### src/rtl/seq_mult_if.sv
// Request/response bundle for the sequential multiplier.
//   start, op, dataA, dataB : request side, driven by the requester (master)
//   busy, done, dataOut     : status/result side, driven by the unit (slave)
// dataOut[2W-1:W] feeds HI, dataOut[W-1:0] feeds LO.
interface seq_mult_if #(parameter int WIDTH = 32);
  logic               start;
  logic [5:0]         op;
  logic [WIDTH-1:0]   dataA;
  logic [WIDTH-1:0]   dataB;
  logic               busy;
  logic               done;
  logic [2*WIDTH-1:0] dataOut;

  modport master (output start, op, dataA, dataB, input busy, done, dataOut);
  modport slave  (input start, op, dataA, dataB, output busy, done, dataOut);
endinterface

### src/rtl/seq_mult_unit.sv
// Sequential shift-add multiplier, one multiplier bit per clock.
//   clk   : rising-edge clock
//   reset : synchronous, active-high; abandons any operation, clears dataOut
//   bus   : seq_mult_if slave
//           start/op/dataA/dataB sampled only in IDLE
//           busy high in CALC/FIX, done one-cycle pulse, dataOut holds last result
// MULT works on operand magnitudes and negates the product at the end;
// MULTU uses the operands unchanged.
module seq_mult_unit #(
  parameter int WIDTH     = 32,
  parameter int EARLY_OUT = 0
) (
  input  logic        clk,
  input  logic        reset,
  seq_mult_if.slave   bus
);
  localparam int W2 = 2 * WIDTH;
  localparam int CW = $clog2(WIDTH + 1);
  localparam logic [5:0] OP_MULT  = 6'b011000;
  localparam logic [5:0] OP_MULTU = 6'b011001;

  typedef enum logic [1:0] {IDLE, CALC, FIX} state_t;
  state_t state, state_nx;

  logic [W2-1:0]    mcand, acc, dout;
  logic [WIDTH-1:0] mplier, mplier_sh;
  logic [CW-1:0]    cnt;
  logic             neg, done_r;
  logic             is_mult, accept, calc_last;

  // Two's-complement magnitude as an unsigned W-bit value; -2^(W-1) maps
  // to 2^(W-1), which still fits.
  function automatic logic [WIDTH-1:0] mag(input logic [WIDTH-1:0] x);
    return x[WIDTH-1] ? (~x + 1'b1) : x;
  endfunction

  assign is_mult   = (bus.op == OP_MULT);
  assign accept    = bus.start && (is_mult || bus.op == OP_MULTU);
  assign mplier_sh = mplier >> 1;
  assign calc_last = (cnt == CW'(WIDTH - 1)) ||
                     ((EARLY_OUT != 0) && (mplier_sh == '0));

  always_comb begin
    state_nx = state;
    case (state)
      IDLE:    if (accept)    state_nx = CALC;
      CALC:    if (calc_last) state_nx = FIX;
      FIX:                    state_nx = IDLE;
      default:                state_nx = IDLE;
    endcase
  end

  always_ff @(posedge clk) begin
    if (reset) state <= IDLE;
    else       state <= state_nx;
  end

  always_ff @(posedge clk) begin
    if (reset) begin
      mcand  <= '0;
      acc    <= '0;
      mplier <= '0;
      cnt    <= '0;
      neg    <= 1'b0;
      dout   <= '0;
      done_r <= 1'b0;
    end else begin
      done_r <= 1'b0;
      case (state)
        IDLE: if (accept) begin
          mcand  <= W2'(is_mult ? mag(bus.dataA) : bus.dataA);
          mplier <= is_mult ? mag(bus.dataB) : bus.dataB;
          neg    <= is_mult && (bus.dataA[WIDTH-1] ^ bus.dataB[WIDTH-1]);
          acc    <= '0;
          cnt    <= '0;
        end
        CALC: begin
          if (mplier[0]) acc <= acc + mcand;
          mcand  <= mcand << 1;
          mplier <= mplier_sh;
          cnt    <= cnt + 1'b1;
        end
        FIX: begin
          dout   <= neg ? (~acc + 1'b1) : acc;
          done_r <= 1'b1;
        end
        default: ;
      endcase
    end
  end

  assign bus.busy    = (state == CALC) || (state == FIX);
  assign bus.done    = done_r;
  assign bus.dataOut = dout;
endmodule
### src/flat_wrapper.sv
// flat-port wrapper written by rule: the top's interface ports become plain ports
module seq_mult_unit_flat 
#(
  parameter int WIDTH     = 32,
  parameter int EARLY_OUT = 0
)
  (clk, reset, bus_start, bus_op, bus_dataA, bus_dataB, bus_busy, bus_done, bus_dataOut);
  seq_mult_if #(.WIDTH(WIDTH)) bus_i ();
  input  logic clk;
  input  logic reset;
  input wire logic [$bits(bus_i.start)-1:0] bus_start;
  input wire logic [$bits(bus_i.op)-1:0] bus_op;
  input wire logic [$bits(bus_i.dataA)-1:0] bus_dataA;
  input wire logic [$bits(bus_i.dataB)-1:0] bus_dataB;
  output wire logic [$bits(bus_i.busy)-1:0] bus_busy;
  output wire logic [$bits(bus_i.done)-1:0] bus_done;
  output wire logic [$bits(bus_i.dataOut)-1:0] bus_dataOut;
  assign bus_i.start = bus_start;
  assign bus_i.op = bus_op;
  assign bus_i.dataA = bus_dataA;
  assign bus_i.dataB = bus_dataB;
  assign bus_busy = bus_i.busy;
  assign bus_done = bus_i.done;
  assign bus_dataOut = bus_i.dataOut;
  seq_mult_unit #(.WIDTH(WIDTH), .EARLY_OUT(EARLY_OUT)) u_core (.clk(clk), .reset(reset), .bus(bus_i));
endmodule
### config.mk
export PLATFORM = sky130hd
export DESIGN_NAME = seq_mult_unit_flat
export DESIGN_NICKNAME = d
export VERILOG_FILES = /design/src/rtl/seq_mult_if.sv /design/src/rtl/seq_mult_unit.sv /design/src/flat_wrapper.sv
export SDC_FILE = /design/constraint.sdc
export NUM_CORES = 1
export LEC_CHECK = 0
export BUFFER_PORTS_ARGS = -buffer_cell sky130_fd_sc_hd__buf_4
export CAP_MARGIN = 40
export CORE_UTILIZATION = 40
export DETAILED_ROUTE_END_ITERATION = 12
export PLACE_DENSITY = 0.67
export REMOVE_ABC_BUFFERS = 1
export SLEW_MARGIN = 20
export SYNTH_ARGS = -nofsm -noshare
export SYNTH_HDL_FRONTEND = slang
export SYNTH_SLANG_ARGS = --single-unit
### constraint.sdc
create_clock -name clk -period 7 [get_ports clk]
set_input_delay 0.35 -clock clk [delete_from_list [all_inputs] [get_ports clk]]
set_output_delay 0.35 -clock clk [all_outputs]
set_load 0.05 [all_outputs]
==> reports/metrics.yaml <==
drc: 0
setup_ws_ns: 3.08
multi_input_area_sq_um: 9930
synth_flop_cell: "dfxtp_1"
avgSynthCellArea_sq_um: 7.55
p_seq_share_pct: 41.4
start_util_pct: 41.0
worstPathArrival_ns: 4.42
synth_top_cell_by_area: "dfxtp_1"
ys_top_cells_by_count: "nand2_1, dfxtp_1, nor2_1, a21oi_1, o21ai_0"
skew_ns: 0.00746
io_buffers: 138
yosysTopAreaCellShare_pct: 30.9
clkSinkCount: 234
worstPathRequired_ns: 7.49
yosysWarnings: 0
chipWidth_um: 197
tritoncts: "built"
rr_worst_depth: 13
synthTopCellsByArea: "dfxtp_1, nand2_1, xor2_1"
finalSetupViolCount: 0
comb_power_share_pct: 14.8
wl_per_cell_um: 17.1
io_pins: 139
grt_pass1_wl_mm: 71.9
register_area_sq_um: 4690
final_net_count: 2216
area_growth_syn_to_layout_pct: 15.8
syn_area_sq_um: 15200
synthDistinctLibCells: 72
cts_buffer_depth: 3
hpwl_mm: 33.3
clk_latency_ns: 0.55
drv_slew: 0
rsz0062_at_grt: "no"
fp-row-count: 70
drive_above_1_share_pct: 11.5
numCtsBuffers: 27
period_share_pct: 56.1
postCtsSetupBuffers: 0
dr_total_vias: 14711
grt_pass1_vias: 13494
num-fill-cells: 3689
worstMarginPinSlew_ns: 0.782
cp-end-kind: "flop"
grt_max_degree: 86
max_freq_ghz: 0.255
r2r_slack_ns: 3.08
dieArea_sq_um: 38700
p_int_w: 0.00248
die_height_um: 197
htreeDepth: 1
synthArstFlopShare_pct: 0
fin_crit_ns: 3.92
max_slew_margin_pct: 47.9
p_per_area_nw_per_um2: 195
min_path_type: "in -> reg"
grt_util_all_layers_pct: 22.7
yosysMostFrequentCell: "nand2_1"
status: "finished clean"
ys_seq_elements: 234
power.switching_w: 0.000939
worstHoldPathCells: 3
antenna_left: 0
ir_drop_uv: 133
synth_edf_count: 0
drtPass1Iterations: 6
path_max_fanout: 85
cts-hold-fix-buffers: 0
routed_wl_mm: 44.3
ctsRootBufferMaster: "clkbuf_16"
via_per_inst: 5.67
antenna_found_initial: 0
dpl_worst_slack_ns: 3.05
synth_seq_area_share_pct: 30.9
p_leak_nw: 6.68
utilization_pct: 47.5
worstSetupStartpointType: "flop"
antennaDiodeCount: 0
switching_share_pct: 27.5
critPathKind: "reg -> reg"
clk_pin_slew_ns: 0.06
hold_viol: 0
gp_congestion: 0.978
grt_overflow_total: 0
pwr-share-clk_pct: 43.8
synth_cells: 2008
cts.repair.resized: 0
drt_iter0_drc: 965
core_area_sq_um: 37000
maxCapViolations: 0
[flip-flops by register name, indices dropped and copies added (netlist names)]
signal / cells
u_core.cnt: 6
u_core.bus.done: 1
u_core.state: 2
u_core.mcand: 64
u_core.acc: 64
u_core.bus.dataOut: 64
u_core.neg: 1
u_core.mplier: 32
[stage by stage]
| step | instances | hold slack (ns) | TNS, ns | power [W] | cell area [sq um] |
|---|---|---|---|---|---|
| floorplan | 1885 | 0.419 | -0.656 | 0.00176 | 14700 |
| finish | 2593 | 0.0793 | 0 | 0.00342 | 17600 |
| global placement | 2542 | 0.437 | 0 | 0.00194 | 16500 |
| global route | 2593 | 0.0840 | 0 | 0.00355 | 17600 |
| detailed placement | 2544 | 0.444 | 0 | 0.00195 | 16600 |
| CTS | 2590 | 0.0643 | 0 | 0.00345 | 17500 |
[power groups by stage]
stage	Sequential [W]	Clock, W	Combinational (W)
after floorplan	0.00161	0	0.000155
after global routing	0.00142	0.00158	0.000544
final	0.00142	0.00150	0.000507
after detailed placement	0.00145	0	0.000502
after CTS	0.00142	0.00153	0.000502
after global placement	0.00144	0	0.000496
[area by class of cell]
type,count,share of cell area (%)
clock buffers,36,4.27
flip-flops and latches,234,26.7
repair buffers,158,7.12
clock inverters,10,1.04
inverters,35,0.748
well taps,504,3.59
multi-input cells,1616,56.6
[critical path, stage by stage, from the launching register on]
cell      delay [ns]
dfxtp_1         0.33
inv_1           0.10
ha_2            0.17
buf_4           0.57
inv_2           0.32
buf_4           0.31
o21ai_2         0.15
buf_4           0.33
nor2b_2         0.20
buf_4           0.36
nor3b_1         0.16
or3_1           0.34
mux2_2          0.26
o2bb2a_1        0.21
[final timing paths]
kind | from | endpoint
worst max-delay path | u_core.state[1] | u_core.acc[63]
worst min-delay path | bus_dataA[0] | u_core.mcand[0]
worst max register to register | u_core.state[1] | u_core.acc[63]
worst min register to register | u_core.mplier[25] | u_core.mplier[25]
[logic make-up after synthesis]
logic type                 after synthesis  synth area share (%)
adders and majority gates               71                  5.91
muxes                                   16                  1.06
buffers and inverters                  158                  3.91
DFF                                    234                  30.9
and+or+nand+nor                        747                  22.8
AOI/OAI and AO/OA                      623                  26.2
xor gates and xnor gates               159                  9.18
[metal layers]
metal / part of all wire (%) / wire [um] / GRT usage, % / up-vias
met2: 40 / 17900 / 33.2 / 405
met5: 0 / 0 / 0 / -
met1: 51 / 22600 / 34.3 / 6824
met4: 2.1 / 935 / 5.66 / 0
met3: 6.4 / 2830 / 3.54 / 55
li1: - / - / - / 7427
[layout by cell type (no fill, tap or decap), types with 34 or more instances in the layout]
master	count
ha_1	68
a21oi_1	166
nor2_1	215
a22oi_1	59
nor3_1	44
xnor2_1	57
o21ai_0	152
nand4_1	35
xor2_1	102
inv_1	34
dfxtp_1	233
nand2_1	270
buf_4	153
a211oi_1	67
No activity file was read; power rests on OpenSTA's default activity.
